==> src/rtl/rv32_pkg.sv <==
// rv32_pkg: shared types and constants for the branch/PC unit.
// FSM state encoding, branch funct3 codes, vector defaults.
package rv32_pkg;

   typedef enum logic [1:0] {
      S_BOOT  = 2'd0,
      S_FETCH = 2'd1,
      S_EXEC  = 2'd2,
      S_TRAP  = 2'd3
   } state_e;

   localparam logic [2:0] F3_BEQ  = 3'b000;
   localparam logic [2:0] F3_BNE  = 3'b001;
   localparam logic [2:0] F3_BLT  = 3'b100;
   localparam logic [2:0] F3_BGE  = 3'b101;
   localparam logic [2:0] F3_BLTU = 3'b110;
   localparam logic [2:0] F3_BGEU = 3'b111;

   localparam logic [31:0] RESET_VEC_DEF = 32'h0000_0000;
   localparam logic [31:0] TRAP_VEC_DEF  = 32'h0000_0100;

   // Saturating increment for the 32-bit perf counters
   function automatic logic [31:0] sat_inc32(input logic [31:0] v);
      return (v == 32'hFFFF_FFFF) ? v : v + 32'd1;
   endfunction

endpackage

==> src/rtl/br_cond.sv <==
// br_cond: branch condition evaluation from funct3 and
// comparator flags; flags reserved funct3 encodings.
module br_cond
   import rv32_pkg::*;
(
   input  logic [2:0] funct3_i,
   input  logic       eq_i,
   input  logic       lt_i,
   output logic       taken_o,
   output logic       illegal_o
);

   // Decode funct3 into a taken decision or an illegal flag
   always_comb begin
      taken_o   = 1'b0;
      illegal_o = 1'b0;
      unique case (funct3_i)
         F3_BEQ:  taken_o = eq_i;
         F3_BNE:  taken_o = !eq_i;
         F3_BLT:  taken_o = lt_i;
         F3_BGE:  taken_o = !lt_i;
         F3_BLTU: taken_o = lt_i;
         F3_BGEU: taken_o = !lt_i;
         default: illegal_o = 1'b1;
      endcase
   end

endmodule

==> src/rtl/branch_pc_unit.sv <==
// branch_pc_unit: PC sequencer with fetch handshake, branch and
// jump resolution, misaligned-target trap and perf counters.
module branch_pc_unit
   import rv32_pkg::*;
#(
   parameter int unsigned      WIDTH     = 32,
   parameter logic [WIDTH-1:0] RESET_VEC = WIDTH'(RESET_VEC_DEF),
   parameter logic [WIDTH-1:0] TRAP_VEC  = WIDTH'(TRAP_VEC_DEF)
) (
   input  logic             clk,
   input  logic             rst_n,
   input  logic [2:0]       funct3,
   input  logic             is_branch,
   input  logic             is_jal,
   input  logic             is_jalr,
   input  logic [WIDTH-1:0] imm,
   input  logic [WIDTH-1:0] rs1_data,
   input  logic             Eq,
   input  logic             Lt,
   output logic             BrUn,
   output logic             imem_req,
   input  logic             imem_ready,
   output logic [WIDTH-1:0] pc,
   output logic [WIDTH-1:0] pc_plus4,
   output logic             br_taken,
   output logic             misalign_exc,
   output logic             illegal_br,
   output logic [31:0]      br_cnt,
   output logic [31:0]      br_taken_cnt
);

   localparam logic [WIDTH-1:0] FOUR = WIDTH'(4);

   state_e           state_q;
   logic             imem_req_q;
   logic [WIDTH-1:0] pc_q, pc_d;
   logic [31:0]      br_cnt_q, br_cnt_d;
   logic [31:0]      tk_cnt_q, tk_cnt_d;

   logic             br_v, jal_v, jalr_v;
   logic             cond_taken, cond_illegal;
   logic             in_exec, redirect, misalign;
   logic [WIDTH-1:0] base, sum, target;

   br_cond u_br_cond (
      .funct3_i  (funct3),
      .eq_i      (Eq),
      .lt_i      (Lt),
      .taken_o   (cond_taken),
      .illegal_o (cond_illegal)
   );

   // Class decode: anything not strictly one-hot is sequential
   always_comb begin
      br_v   = ({is_branch, is_jal, is_jalr} == 3'b100);
      jal_v  = ({is_branch, is_jal, is_jalr} == 3'b010);
      jalr_v = ({is_branch, is_jal, is_jalr} == 3'b001);
   end

   // Target and redirect resolution for the current instruction
   always_comb begin
      in_exec  = (state_q == S_EXEC);
      base     = jalr_v ? rs1_data : pc_q;
      sum      = base + imm;
      target   = jalr_v ? {sum[WIDTH-1:1], 1'b0} : sum;
      redirect = (br_v & cond_taken) | jal_v | jalr_v;
      misalign = redirect & target[1];
   end

   // Next PC and counter updates, only at the S_EXEC exit edge
   always_comb begin
      pc_d     = pc_q;
      br_cnt_d = br_cnt_q;
      tk_cnt_d = tk_cnt_q;
      if (in_exec) begin
         if (misalign)
            pc_d = TRAP_VEC;
         else if (redirect)
            pc_d = target;
         else
            pc_d = pc_q + FOUR;
         if (br_v) begin
            br_cnt_d = sat_inc32(br_cnt_q);
            if (cond_taken)
               tk_cnt_d = sat_inc32(tk_cnt_q);
         end
      end
   end

   // Control FSM with registered fetch request
   always_ff @(posedge clk or negedge rst_n) begin
      if (!rst_n) begin
         state_q    <= S_BOOT;
         imem_req_q <= 1'b0;
      end else begin
         unique case (state_q)
            S_BOOT: begin
               state_q    <= S_FETCH;
               imem_req_q <= 1'b1;
            end
            S_FETCH: begin
               if (imem_ready) begin
                  state_q    <= S_EXEC;
                  imem_req_q <= 1'b0;
               end
            end
            S_EXEC: begin
               if (misalign) begin
                  state_q    <= S_TRAP;
                  imem_req_q <= 1'b0;
               end else begin
                  state_q    <= S_FETCH;
                  imem_req_q <= 1'b1;
               end
            end
            S_TRAP: begin
               state_q    <= S_FETCH;
               imem_req_q <= 1'b1;
            end
            default: begin
               state_q    <= S_BOOT;
               imem_req_q <= 1'b0;
            end
         endcase
      end
   end

   // PC and performance counter registers
   always_ff @(posedge clk or negedge rst_n) begin
      if (!rst_n) begin
         pc_q     <= RESET_VEC;
         br_cnt_q <= 32'd0;
         tk_cnt_q <= 32'd0;
      end else begin
         pc_q     <= pc_d;
         br_cnt_q <= br_cnt_d;
         tk_cnt_q <= tk_cnt_d;
      end
   end

   // Output drive: per-instruction pulses only while in S_EXEC
   always_comb begin
      BrUn         = is_branch & funct3[1];
      imem_req     = imem_req_q;
      pc           = pc_q;
      pc_plus4     = pc_q + FOUR;
      br_taken     = in_exec & redirect;
      misalign_exc = in_exec & misalign;
      illegal_br   = in_exec & br_v & cond_illegal;
      br_cnt       = br_cnt_q;
      br_taken_cnt = tk_cnt_q;
   end

endmodule

==> config.mk <==
export PLATFORM = sky130hd
export DESIGN_NAME = branch_pc_unit
export DESIGN_NICKNAME = d
export VERILOG_FILES = /design/src/rtl/rv32_pkg.sv /design/src/rtl/br_cond.sv /design/src/rtl/branch_pc_unit.sv
export SDC_FILE = /design/constraint.sdc
export NUM_CORES = 1
export LEC_CHECK = 0
export ABC_AREA = 1
export CAP_MARGIN = 10
export CORE_AREA = 2 2 157 159
export CTS_CLUSTER_SIZE = 20
export DETAILED_ROUTE_END_ITERATION = 10
export DIE_AREA = 0 0 159 161
export PLACE_DENSITY = 0.77
export SLEW_MARGIN = 10
export SYNTH_ARGS = -nofsm -noshare
export SYNTH_HDL_FRONTEND = slang
export SYNTH_SLANG_ARGS = --single-unit
==> constraint.sdc <==
create_clock -name clk -period 4.3 [get_ports clk]
set_clock_uncertainty 0.1 [all_clocks]
set_input_delay 0.86 -clock clk [delete_from_list [all_inputs] [get_ports clk]]
set_output_delay 0.86 -clock clk [all_outputs]
set_load 0.02 [all_outputs]
==> flow_summary.yaml <==
hold_path:
  whs_path_depth: 1
  hold_path.class: "register to register"
finish:
  multi_input_area_sq_um: 5830
  antenna_cells_inserted: 0
  final_layout_size_suffix_gt1_frac: 0.0490
  ff_latch_area_sq_um: 2450
  num-fill-cells: 2523
  finish.net_count: 1889
  post-route-cell-area_sq_um: 12100
  area_delta_synth_final_pct: 28.2
worst_setup_path:
  critical_path.top_delay_family: "buffers and inverters"
  critical_path_maximum_fanout: 3
  worstRegToRegCells: 10
  slowest_delay_ps: 490
  crit_path_required_time_ps: 3340
  critPathLaunchType: "input port"
  critical_path_buf_inv_count: 4
  worst-endpoint-arrival_ps: 3100
  path_cells: "clkdlybuf4s50_1, inv_1, nand3b_1, clkinv_1, nand2_1, o21ai_0, ha_1, fa_1, nand2_1, nor2_1, clkbuf_2"
  number_of_gates_on_the_worst_path_with_buffers_counted: 11
  crit_path_frequent_cell: "sky130_fd_sc_hd__nand2_1"
  timing.critical_path.slowest_stage_cell: "sky130_fd_sc_hd__fa_1"
  worst-setup-path-type: "input port to output port"
  cp-end-kind: "output port"
placement:
  detailed_place_hpwl_mm: 26.4
  placed_cell_area_sq_um: 11800
  port-buffer-count: 205
  gp_routability_congestion: 0.957
sta:
  hold_violations: 0
  finalMaxSlewViolations: 0
  period_needed_ps: 4060
  min_period_over_period: 0.945
  fmax_mhz: 246
  fin_tns_setup_ps: 0
  timing_worst_slew_pin_value_ps: 757
  rsz0062_at_grt: "false"
  timing.slew.headroom: 0.495
  timing.final.setup_violations: 0
grt:
  number_of_global_route_vias_before_repair: 9852
  maximum_number_of_pins_on_one_net_before_global_route_repair: 54
  overall_track_demand_over_capacity_in_global_routing: 0.253
  grt_overflow: 0
  grt_antenna_before_repair: 0
  grt_first_pass_wirelength_mm: 51.6
power:
  cellLeakagePower_nw: 6.04
  clock_power_share: 0.127
  switch_share: 0.504
  switching_power_w: 0.00334
  power_share_of_the_sequential_group: 0.242
  power.density_nw_per_um2: 547
  ir_drop_uv: 456
  power_frac_comb: 0.631
  internal_power_w: 0.00329
synthesis:
  post_synth_num_cell_types: 40
  synth_top_area_frac: 0.260
  synthTopCellsByArea: "sky130_fd_sc_hd__dfrtp_1, sky130_fd_sc_hd__nand2_1, sky130_fd_sc_hd__inv_1"
  postSynthRegisterBits: 98
  ys.warnings.count: 0
  yosys.area.top_type: "sky130_fd_sc_hd__dfrtp_1"
  synth_area_per_cell_sq_um: 6.02
  yosysSeqAreaShare: 0.260
  synth.cell_area_sq_um: 9440
  synthCells: 1569
cts:
  cts-buffers-inserted: 9
  cts_post_setup_buffers_inserted: 0
  worst_setup_hold_path_clk_slew_ps: 70
  clock_insertion_delay_worst_skew_ps: 350
  cts-hold-fix-buffers: 0
  cell_chosen_for_the_clock_root: "sky130_fd_sc_hd__clkbuf_16"
  clk_path_buf_depth: 2
  cts_tree: "done"
  cts-htree-levels: 3
  sinks_on_the_clock_net: 98
floorplanning:
  ioPinCount: 208
  core_sq_um: 24000
  fp.dieW_microns: 159
  rows: 57
  dieArea_sq_um: 25600
  chipHeight_microns: 161
  initial_utilization: 0.394
drt:
  detail-route-antenna-nets: 0
  detail_route.vias_per_cell: 5.01
  vias: 10500
  wire_per_inst_microns: 15.6
  drtIter0Drc: 856
  drc: 0
  drt-pass1-iter-count: 5
  wl_mm: 32.7
run:
  maxCapViolCount: 0
status:
  run_status: "finished, final reports clean"
==> synth_stat cells, drive strengths merged <==
| cell type | count |
|---|---|
| nand2 | 626 |
| inv | 251 |
| nor2 | 144 |
| dfrtp | 98 |
| o21ai | 85 |
| nand3 | 81 |
| xor2 | 61 |
| nor3 | 53 |
| ha | 42 |
| a21oi | 35 |
| buf | 23 |
| nand4 | 17 |
| xnor2 | 12 |
| clkbuf | 8 |
| o22ai | 7 |
| nand3b | 6 |
| nor4 | 4 |
| or2 | 3 |
| a31oi | 2 |
| clkinv | 2 |
| o211ai | 2 |
| o21bai | 2 |
| a21o | 1 |
| conb | 1 |
| fa | 1 |
| mux2i | 1 |
| nor3b | 1 |
==> final timing paths <==
kind | startpoint | slack, ps | to
worst max-delay path | is_branch | 240 | misalign_exc
worst min-delay path | br_taken_cnt[7] | 410 | br_taken_cnt[7]
worst max register to register | state_q[0] | 1310 | br_taken_cnt[6]
worst min register to register | br_taken_cnt[7] | 410 | br_taken_cnt[7]
max in group asynchronous | rst_n | 2790 | pc[9]
min in group asynchronous | rst_n | 470 | br_taken_cnt[10]
==> power groups by stage <==
| stage | combinational, W | sequential, W | clock [W] |
|---|---|---|---|
| floorplan | 0.00225 | 0.00182 | 0 |
| global placement | 0.00409 | 0.00161 | 0 |
| detailed placement | 0.00415 | 0.00161 | 0 |
| CTS | 0.00417 | 0.00160 | 0.000857 |
| global route | 0.00458 | 0.00165 | 0.000893 |
| finish | 0.00418 | 0.00161 | 0.000839 |
==> state kept, by name (all words and copies together), names as in the netlist <==
register and count:
imem_req 1, br_cnt 32, pc 31, state_q 2, br_taken_cnt 32
==> per-stage QoR <==
| step | utilization | cells | total power (W) | hold WS, ps | setup WS (ps) |
|---|---|---|---|---|---|
| 3_5_place_dp | 0.493 | 2084 | 0.00576 | 408 | -167 |
| 3_3_place_gp | 0.493 | 2084 | 0.00570 | 402 | -148 |
| 6_report | 0.505 | 2100 | 0.00662 | 415 | 237 |
| 4_1_cts | 0.505 | 2100 | 0.00663 | 418 | 90.1 |
| 2_1_floorplan | - | 1570 | 0.00407 | 426 | 523 |
| 5_1_grt | 0.505 | 2100 | 0.00712 | 462 | 115 |
==> cell type report <==
cell class,instances,area share
Tap cell,324,0.0335
Clock buffer,10,0.0189
Inverter,253,0.0787
Timing Repair Buffer,221,0.179
Clock inverter,6,0.00538
Sequential cell,98,0.203
Multi-Input combinational cell,1188,0.482
==> metal layers <==
| metal | routed length, microns | up-vias | share of wire | track usage |
|---|---|---|---|---|
| met5 | 0 | - | 0 | 0 |
| met2 | 14900 | 409 | 0.46 | 0.419 |
| met4 | 711 | 0 | 0.022 | 0.0657 |
| met1 | 14600 | 4820 | 0.45 | 0.340 |
| li1 | - | 5256 | - | - |
| met3 | 2540 | 43 | 0.077 | 0.0473 |
==> layout by cell type, fill, tap and decap left out, types with 2 or more instances in the layout <==
cell type	count
sky130_fd_sc_hd__a21oi_1	35
sky130_fd_sc_hd__a31oi_1	2
sky130_fd_sc_hd__buf_4	17
sky130_fd_sc_hd__clkbuf_16	9
sky130_fd_sc_hd__clkdlybuf4s50_1	203
sky130_fd_sc_hd__clkinv_1	2
sky130_fd_sc_hd__clkinv_2	2
sky130_fd_sc_hd__conb_1	2
sky130_fd_sc_hd__dfrtp_1	98
sky130_fd_sc_hd__ha_1	42
sky130_fd_sc_hd__inv_1	240
sky130_fd_sc_hd__inv_2	10
sky130_fd_sc_hd__inv_6	2
sky130_fd_sc_hd__nand2_1	621
sky130_fd_sc_hd__nand2_2	5
sky130_fd_sc_hd__nand3_1	77
sky130_fd_sc_hd__nand3_2	3
sky130_fd_sc_hd__nand3b_1	6
sky130_fd_sc_hd__nand4_1	17
sky130_fd_sc_hd__nor2_1	135
sky130_fd_sc_hd__nor2_2	9
sky130_fd_sc_hd__nor3_1	40
sky130_fd_sc_hd__nor3_2	12
sky130_fd_sc_hd__nor4_1	4
sky130_fd_sc_hd__o211ai_1	2
sky130_fd_sc_hd__o21ai_0	54
sky130_fd_sc_hd__o21ai_1	21
sky130_fd_sc_hd__o21ai_2	10
sky130_fd_sc_hd__o21bai_1	2
sky130_fd_sc_hd__o22ai_1	7
sky130_fd_sc_hd__or2_2	2
sky130_fd_sc_hd__xnor2_1	12
sky130_fd_sc_hd__xor2_1	61
==> logic make-up (layout without fill, tap and decap cells) <==
kind of cell / Yosys count / in the layout / share of synthesized area
AND/OR/NAND/NOR: 935 / 935 / 0.413
buffers and inverters: 284 / 490 / 0.123
AO/OA/AOI/OAI: 134 / 134 / 0.0776
flip-flops: 98 / 98 / 0.260
XOR/XNOR: 73 / 73 / 0.0677
adder cells (fa/ha/maj): 43 / 43 / 0.0578
other: 1 / 2 / 0.000397
multiplexers: 1 / 1 / 0.00106
==> what timing repair did <==
action	CTS	global route
gates resized for setup	1	2
pin swaps	0	0
setup endpoints to repair	1	1
==> worst reg2reg max path: stages (launching register included) <==
cell and delay [ps]:
sky130_fd_sc_hd__dfrtp_1 390, sky130_fd_sc_hd__inv_1 80, sky130_fd_sc_hd__ha_1 650, sky130_fd_sc_hd__inv_1 190
sky130_fd_sc_hd__buf_4 280, sky130_fd_sc_hd__a21oi_1 240, sky130_fd_sc_hd__nand3_4 300, sky130_fd_sc_hd__inv_4 440
sky130_fd_sc_hd__nand2_1 100, sky130_fd_sc_hd__nand2_1 70, sky130_fd_sc_hd__nand2_1 50
No activity file was read; power rests on OpenSTA's default activity.
